## src/rtl/mmio_timer_irq_pkg.sv

```systemverilog
// Shared constants for the memory-mapped countdown timer: register offsets, bit indices, default base.
// Latency: n/a (package only).
// Backpressure: n/a (package only).
package mmio_timer_irq_pkg;

  // Default byte base of the 32-byte register window.
  localparam logic [31:0] DEFAULT_BASE_ADDR = 32'hFFFF_0000;

  // Word offsets within the window (memaddr[4:2]).
  localparam logic [2:0] OFF_LOAD   = 3'd0;
  localparam logic [2:0] OFF_VALUE  = 3'd1;
  localparam logic [2:0] OFF_CTRL   = 3'd2;
  localparam logic [2:0] OFF_STATUS = 3'd3;
  localparam logic [2:0] OFF_PRESC  = 3'd4;

  // CTRL register layout.
  localparam int CTRL_W        = 3;
  localparam int CTRL_EN       = 0;
  localparam int CTRL_PERIODIC = 1;
  localparam int CTRL_IRQEN    = 2;

  // STATUS register layout.
  localparam int STATUS_PEND = 0;

  // Byte-lane merge: lanes with be set take the new data, others keep the old word.
  function automatic logic [31:0] merge_be(input logic [31:0] old_word,
                                           input logic [31:0] new_word,
                                           input logic [3:0]  lanes);
    logic [31:0] result;
    result = old_word;
    for (int i = 0; i < 4; i++) begin
      if (lanes[i]) result[8*i +: 8] = new_word[8*i +: 8];
    end
    return result;
  endfunction

endpackage

```

## src/rtl/mmio_timer_irq_prescaler.sv

```systemverilog
// Prescaler: divides clk by (presc+1) while enabled and emits a one-cycle tick on terminal count.
// Latency: tick is combinational from the counter flop; counter updates on posedge clk.
// Backpressure: none; free-running while en=1, held at 0 while en=0 or clr=1.
module timer_prescaler
  #(
    parameter int PRESC_W = 16
  )
  (
    input  logic               clk,
    input  logic               reset,
    input  logic               en,
    input  logic               clr,
    input  logic [PRESC_W-1:0] presc,
    output logic               tick
  );

  logic [PRESC_W-1:0] pcnt;

  // Terminal count reached while running; presc=0 ticks every cycle.
  assign tick = en && (pcnt == presc);

  // Count up, wrap to 0 on terminal count; disabled or restarted timers hold at 0.
  always_ff @(posedge clk) begin
    if (reset || !en || clr) begin
      pcnt <= '0;
    end else if (pcnt == presc) begin
      pcnt <= '0;
    end else begin
      pcnt <= pcnt + 1'b1;
    end
  end

endmodule

```

## src/rtl/mmio_timer_irq.sv

```systemverilog
// Memory-mapped countdown timer with active-low interrupt, responder on the data-memory bus.
// Latency: reads are combinational; writes commit on the posedge; nIRQ is a pure function of flops.
// Backpressure: none; every access completes in the cycle it is presented.
module mmio_timer_irq
  import mmio_timer_irq_pkg::*;
  #(
    parameter logic [31:0] BASE_ADDR = DEFAULT_BASE_ADDR,
    parameter int          PRESC_W   = 16
  )
  (
    input  logic        clk,
    input  logic        reset,
    input  logic [31:0] memaddr,
    input  logic        memwrite,
    input  logic        memread,
    input  logic [3:0]  be,
    input  logic [31:0] writedata,
    output logic [31:0] readdata,
    output logic        hit,
    output logic        nIRQ
  );

  // Architectural state.
  logic [31:0]        load_q;
  logic [31:0]        value_q;
  logic [CTRL_W-1:0]  ctrl_q;
  logic               pend_q;
  logic [PRESC_W-1:0] presc_q;

  // Decode.
  logic [2:0] offset;
  logic       wr;
  logic       wr_load;
  logic       wr_value;
  logic       wr_ctrl;
  logic       wr_status;
  logic       wr_presc;

  // Byte-merged write words (current register zero-extended, then lanes replaced).
  logic [31:0] ctrl_ext;
  logic [31:0] presc_ext;
  logic [31:0] load_merged;
  logic [31:0] value_merged;
  logic [31:0] ctrl_merged;
  logic [31:0] presc_merged;

  // Countdown control.
  logic tick;
  logic count_ok;
  logic expire;
  logic w1c_pend;

  assign offset    = memaddr[4:2];
  assign hit       = (memaddr[31:5] == BASE_ADDR[31:5]);
  assign wr        = hit && memwrite;
  assign wr_load   = wr && (offset == OFF_LOAD);
  assign wr_value  = wr && (offset == OFF_VALUE);
  assign wr_ctrl   = wr && (offset == OFF_CTRL);
  assign wr_status = wr && (offset == OFF_STATUS);
  assign wr_presc  = wr && (offset == OFF_PRESC);

  // Zero-extend the narrow registers to bus width for merge and readback.
  always_comb begin
    ctrl_ext                 = '0;
    ctrl_ext[CTRL_W-1:0]     = ctrl_q;
    presc_ext                = '0;
    presc_ext[PRESC_W-1:0]   = presc_q;
  end

  assign load_merged  = merge_be(load_q,    writedata, be);
  assign value_merged = merge_be(value_q,   writedata, be);
  assign ctrl_merged  = merge_be(ctrl_ext,  writedata, be);
  assign presc_merged = merge_be(presc_ext, writedata, be);

  assign w1c_pend = wr_status && be[0] && writedata[STATUS_PEND];

  timer_prescaler #(
    .PRESC_W (PRESC_W)
  ) u_prescaler (
    .clk   (clk),
    .reset (reset),
    .en    (ctrl_q[CTRL_EN]),
    .clr   (wr_load),
    .presc (presc_q),
    .tick  (tick)
  );

  // A tick only counts when no software write to LOAD/VALUE and no EN=0 CTRL write preempts it.
  always_comb begin
    count_ok = tick && ctrl_q[CTRL_EN] && !wr_load && !wr_value
               && !(wr_ctrl && !ctrl_merged[CTRL_EN]);
    expire   = count_ok && (value_q == 32'd1);
  end

  // Register file and countdown; software writes take priority over the timer's own updates.
  always_ff @(posedge clk) begin
    if (reset) begin
      load_q  <= '0;
      value_q <= '0;
      ctrl_q  <= '0;
      pend_q  <= 1'b0;
      presc_q <= '0;
    end else begin
      if (wr_load) begin
        load_q  <= load_merged;
        value_q <= load_merged;
      end else if (wr_value) begin
        value_q <= value_merged;
      end else if (count_ok) begin
        if (value_q > 32'd1) begin
          value_q <= value_q - 32'd1;
        end else if (expire) begin
          value_q <= ctrl_q[CTRL_PERIODIC] ? load_q : 32'd0;
        end
      end

      if (wr_ctrl) begin
        ctrl_q <= ctrl_merged[CTRL_W-1:0];
      end else if (expire && !ctrl_q[CTRL_PERIODIC]) begin
        ctrl_q[CTRL_EN] <= 1'b0;
      end

      if (expire) begin
        pend_q <= 1'b1;
      end else if (w1c_pend) begin
        pend_q <= 1'b0;
      end

      if (wr_presc) begin
        presc_q <= presc_merged[PRESC_W-1:0];
      end
    end
  end

  // Combinational readback, zero outside the window or without a read qualifier.
  always_comb begin
    readdata = '0;
    if (hit && memread) begin
      case (offset)
        OFF_LOAD:   readdata = load_q;
        OFF_VALUE:  readdata = value_q;
        OFF_CTRL:   readdata = ctrl_ext;
        OFF_STATUS: readdata = {31'd0, pend_q};
        OFF_PRESC:  readdata = presc_ext;
        default:    readdata = '0;
      endcase
    end
  end

  // Interrupt is asserted low while a pending event is unmasked.
  assign nIRQ = ~(pend_q && ctrl_q[CTRL_IRQEN]);

  // Address byte bits and the upper bits of narrow merges carry no information.
  logic unused_bits;
  assign unused_bits = ^{memaddr[1:0], ctrl_merged[31:CTRL_W], presc_merged[31:PRESC_W]};

endmodule

```

## config.mk

```make
export PLATFORM = sky130hd
export DESIGN_NAME = mmio_timer_irq
export DESIGN_NICKNAME = d
export VERILOG_FILES = /design/src/rtl/mmio_timer_irq_pkg.sv /design/src/rtl/mmio_timer_irq_prescaler.sv /design/src/rtl/mmio_timer_irq.sv
export SDC_FILE = /design/constraint.sdc
export NUM_CORES = 1
export LEC_CHECK = 0
export ABC_AREA = 1
export CAP_MARGIN = 20
export CORE_MARGIN = 4
export CORE_UTILIZATION = 34
export CTS_CLUSTER_SIZE = 10
export DETAILED_ROUTE_END_ITERATION = 10
export SYNTH_ARGS = -nofsm -noshare
export SYNTH_HDL_FRONTEND = slang
export SYNTH_SLANG_ARGS = --single-unit
```

## constraint.sdc

```tcl
create_clock -name clk -period 3.4 [get_ports clk]
set_clock_uncertainty 0.05 [all_clocks]
set_input_delay 0.34 -clock clk [delete_from_list [all_inputs] [get_ports clk]]
set_output_delay 0.34 -clock clk [all_outputs]
set_load 0.01 [all_outputs]
```

==> results.cfg, run 1 <==
[power_and_ir_drop]
leakage_nw = 3.77
vdd_drop_max_v = 0.000190
p_total_mw = 2.47
p_per_area_mw_per_mm2 = 274

[clocking]
clk_latency_ns = 0.37
cts_tree = built
cts.sinks = 100
hold_buffers = 0
cts.reportedPaths.clkPinSlew_ns = 0.07
htree_num_levels = 3
cts-buffers-inserted = 9
clockBufferDepth = 2
cts_resized = 0
cts_setup_buffers = 0
clockRootBuffer = clkbuf_16

[global_route]
globalRouteMet2Util = 0.342
grtUsageMet3 = 0.0291
top_usage_layer = met2
grt_util_all_layers = 0.210
grt_pass1_vias = 7836
grt_pass1_wl_um = 41400
grt_max_degree = 53
use_met1 = 0.295
grt.overflow.total = 0
antenna_found_initial = 0

[placed_design]
gp_congestion = 0.903
io_buffers = 103
dpl.hpwl_um = 19500

[critical_path]
critPathKind = in -> out
critPathMaxFanout = 32
critPathCaptureType = output port
arrival_ns = 2.67
critical_path_required_ns = 3.01
cp-start-kind = input pin

[route]
wl_per_cell_um = 15.5
avgViaCountPerCell = 5.10
first_iter_violations = 738
first_pass_iters = 6
routed_wl_um = 25700
ant_nets = 0
remaining_drc_errors = 0
vias = 8447

[floorplanning]
rows = 53
die_h_um = 156
io_pins = 106
initial_utilization = 0.349
die_x_um = 156
core_sq_mm = 0.0213
dieArea_sq_mm = 0.0243

[layout]
synthToLayoutAreaGrowth_pct = 21.3
layout_commonest_cell = nand2_1
layout-drive-gt1-share = 0.0543
nets = 1450
layout_common_cells = nand2_1 (420), nor2_1 (182), a21oi_1 (135), nand3_1 (118), inv_1 (106)
antenna_cells = 0

[synthesis]
yosysWarnings = 0
synth_edf_count = 0
syn_area_sq_mm = 0.00743
syn-instance-count = 1301
syn_avg_cell_area_sq_um = 5.71
synthArstFlopShare = 0
synth_fp_nets = 1376
synthDistinctLibCells = 40
yosys.area.top_type = dfxtp_1
yosysTopAreaCellShare = 0.269
ys_seq_area_frac = 0.269
synth_ff_type = dfxtp_1
synth_seq_cells = 100
synth_area_leaders = dfxtp_1 (27%), nand2_1 (21%), nor2_1 (9.2%)

[timing]
fin_crit_ns = 3.06
slew_viol_final = 0
slew_headroom = 0.585
fmax_mhz = 327
fin_crit_sh = 0.899
hold_viol_final = 0
fin_tns_setup_ns = 0
tightest_slew_ns = 0.621
finalSetupViolCount = 0
rsz0062_at_grt = no

[run]
max_cap_viol_count = 0

[status]
outcome = finished clean

[hold_path]
hold_class = reg -> reg
[final timing paths]
kind	from	endpoint	slack, ns	depth (start not counted)
worst max-delay path	memaddr[26]	readdata[28]	0.34	10
worst min-delay path	ctrl_q[2]	ctrl_q[2]	0.44	2
worst max register to register	value_q[0]	value_q[20]	0.56	13
worst min register to register	ctrl_q[2]	ctrl_q[2]	0.44	2
[Yosys cell counts, drive strengths merged (3+ instances only)]
master and n:
nor3 12, nor2 194, or2 4, a31oi 10, nand3 123, a21oi 136
clkbuf 36, inv 112, xor2 21, nor3b 3, o21ai 34, dfxtp 100
buf 27, ha 3, nand3b 3, clkinv 3, o21bai 4, nand2 425
nand4 32, o22ai 9
[per-layer routing]
layer	part of all wire	up-vias	routed length (um)
li1	-	4349	-
met1	0.46	3832	11900
met2	0.47	240	12000
met3	0.058	26	1500
met4	0.014	0	358
met5	0	-	0
[registers in the layout, summed over array words and instances (netlist names)]
register          count
u_prescaler.pcnt     16
value_q              32
presc_q              16
load_q               32
pend_q                1
ctrl_q                3
[critical path, stage by stage]
cell and delay [ns]:
clkdlybuf4s50_1 0.47, nand2_1 0.06, nor2_1 0.10, nand2_1 0.06, nor2_1 0.17, and2_1 0.26
nand3_1 0.09, buf_4 0.26, a21oi_1 0.25, clkdlybuf4s50_1 0.58
[report_power, final]
group	switching [mW]	internal, mW
registers	0.00000000226	1.17
logic	0.109	0.0983
clock network	0.564	0.531
[stage by stage]
step           setup slack (ns)  instances   util  hold slack, ns  area, sq um
2_1_floorplan              1.45       1301      -           0.391         7430
3_3_place_gp              0.349       1639  0.409           0.421         8710
3_5_place_dp              0.327       1639  0.409           0.429         8710
4_1_cts                   0.321       1655  0.424           0.445         9020
5_1_grt                   0.142       1655  0.424           0.462         9020
6_report                  0.342       1655  0.424           0.441         9020
[cell families after synthesis]
kind of cell / Yosys count / synth area share
buffers and inverters: 178 / 0.0993
adder cells (fa/ha/maj): 3 / 0.00505
flip-flops: 100 / 0.269
XOR/XNOR: 23 / 0.0271
AO/OA/AOI/OAI: 197 / 0.140
AND/OR/NAND/NOR: 800 / 0.459
[final cells by class]
cell class | count | area, sq um
clock buffer | 9 | 225
clock inverter | 7 | 88.8
fill | 2326 | 12300
inverter | 115 | 432
multi-input combinational | 1023 | 4700
sequential | 100 | 2000
tap | 275 | 344
timing repair buffer | 126 | 1230
Power figures use the tool's default switching activity.
==> inputs of run 2 (changes only) <==
- SKIP_CTS_REPAIR_TIMING: default -> 1
- clock period: 3.4 -> 2.6 ns (I/O delays scaled with it)
==> run 2 against run 1 <==
Wire length grew 1.8%. Sequential cell count did not move. First-iteration DRC count down 9.6%. Hold slack improved by 0.0020 ns. Setup slack got worse by 0.12 ns. Sequential share of layout area fell by 1.4 points. Core utilization up 2.8 points. Global-route usage rose by 0.32 points. Power up 31%. Final area is 6.7% higher. Register-to-register slack got worse by 0.34 ns.
==> results.cfg, run 2 (synthesis results as in run 1) <==
[global_route]
use_met1 = 0.299
grt_pass1_vias = 7915
grt_max_degree = 48
grt_pass1_wl_um = 42100
grtUsageMet3 = 0.0247
antenna_found_initial = 0
grt_util_all_layers = 0.213
grt.overflow.total = 0
globalRouteMet2Util = 0.354
top_usage_layer = met2

[layout]
layout_commonest_cell = nand2_1
nets = 1497
reg_top3 = load_q x32, value_q x32
fillers = 2248
regArea_sq_mm = 0.00200
layout_common_cells = nand2_1 (420), nor2_1 (182), a21oi_1 (133), nand3_1 (118), inv_1 (106)
final_util = 0.452
antenna_cells = 0
layout-drive-gt1-share = 0.0883
synthToLayoutAreaGrowth_pct = 29.4
multi_input_area_sq_mm = 0.00472

[timing]
slew_viol_final = 0
tightest_slew_ns = 0.873
fin_crit_sh = 0.916
fmax_mhz = 420
rsz0062_at_grt = no
timing.hold.ws_ns = 0.443
fin_crit_ns = 2.38
hold_viol_final = 0
timing.final.ws_setup_ns = 0.220
fin_tns_setup_ns = 0
slew_headroom = 0.416
finalSetupViolCount = 0

[status]
outcome = finished clean

[run]
max_cap_viol_count = 0

[clocking]
clockBufferDepth = 2
cts.sinks = 100
htree_num_levels = 3
clockRootBuffer = clkbuf_16
cts.reportedPaths.clkPinSlew_ns = 0.08
cts_tree = built
clk_latency_ns = 0.37
cts-buffers-inserted = 9

[floorplanning]
die_h_um = 156
core_sq_mm = 0.0213
die_x_um = 156
rows = 53
dieArea_sq_mm = 0.0243
initial_utilization = 0.349
io_pins = 106

[route]
first_pass_iters = 7
wl_per_cell_um = 15.4
ant_nets = 0
first_iter_violations = 667
routed_wl_um = 26200
remaining_drc_errors = 0
avgViaCountPerCell = 5.10
vias = 8673

[critical_path]
cp-start-kind = flop
slowest_stage = nor2_1
cpPeakStageDelay_ns = 0.68
critPathKind = reg -> reg
critPathMaxFanout = 8
critical_path_required_ns = 2.85
arrival_ns = 2.63
critPathCaptureType = flop
path_cells = inv_1 > nand3_1 > nor2_2 > nand2_2 > nor2_1 > nor2_1 > nand2_1 > nand3_1 > a21oi_1 > nand3_1 > nand2_1 > nor2_1

[power_and_ir_drop]
p_per_area_mw_per_mm2 = 338
vdd_drop_max_v = 0.000293
leakage_nw = 4.66

[placed_design]
io_buffers = 103
place_ws_ns = -0.129
dpl.hpwl_um = 20300
gp_congestion = 0.922

[hold_path]
hold_class = reg -> reg
## run 2: cell types whose count changed in the layout (fill, tap and decap cells not counted)
cell and delta:
buf_4 +35, buf_12 +12, a21oi_2 +2, inv_8 -2, inv_6 +1, clkdlybuf4s50_1 -32
a21oi_1 -2, dlymetal6s2s_1 +32, a31oi_2 +1, clkinv_8 +1, ha_1 -1, ha_2 +1
a31oi_1 -1
## run 2: worst paths after layout
check                            startpoint          end  slack, ns  cells after the start
worst max-delay path            value_q[18]  value_q[28]       0.22                     12
worst min-delay path             presc_q[5]   presc_q[5]       0.44                      2
worst max register to register  value_q[18]  value_q[28]       0.22                     12
worst min register to register   presc_q[5]   presc_q[5]       0.44                      2
## run 2: routing by layer
metal / vias up / wire length (um)
met5: - / 0
met4: 0 / 209
met3: 14 / 1520
met2: 272 / 12500
met1: 3942 / 12000
li1: 4445 / -
## run 2: stage by stage
step / total power, mW / cells / area, sq um
floorplan: 1.66 / 1301 / 7430
global placement: 1.85 / 1686 / 9210
detailed placement: 1.85 / 1686 / 9210
CTS: 3.28 / 1702 / 9530
global route: 3.36 / 1702 / 9620
finish: 3.25 / 1702 / 9620
## run 2: final cells by class
class,count,area share
clock inverter,7,0.00949
multi-input combinational,1023,0.490
inverter,115,0.0449
tap,275,0.0358
sequential,100,0.208
clock buffer,9,0.0234
timing repair buffer,173,0.188
## run 2: critical path, delay by kind of cell (launching register included)
kind	cells	cell delay [ns]
flip-flops	1	0.43
buffers and inverters	1	0.13
AND/OR/NAND/NOR	10	1.62
AO/OA/AOI/OAI	1	0.07
## run 2: report_power, final
group | total (mW) | internal (mW) | switching [mW]
Sequential | 1.53 | 1.53 | 0.00000000223
Combinational | 0.287 | 0.142 | 0.146
Clock | 1.43 | 0.693 | 0.737
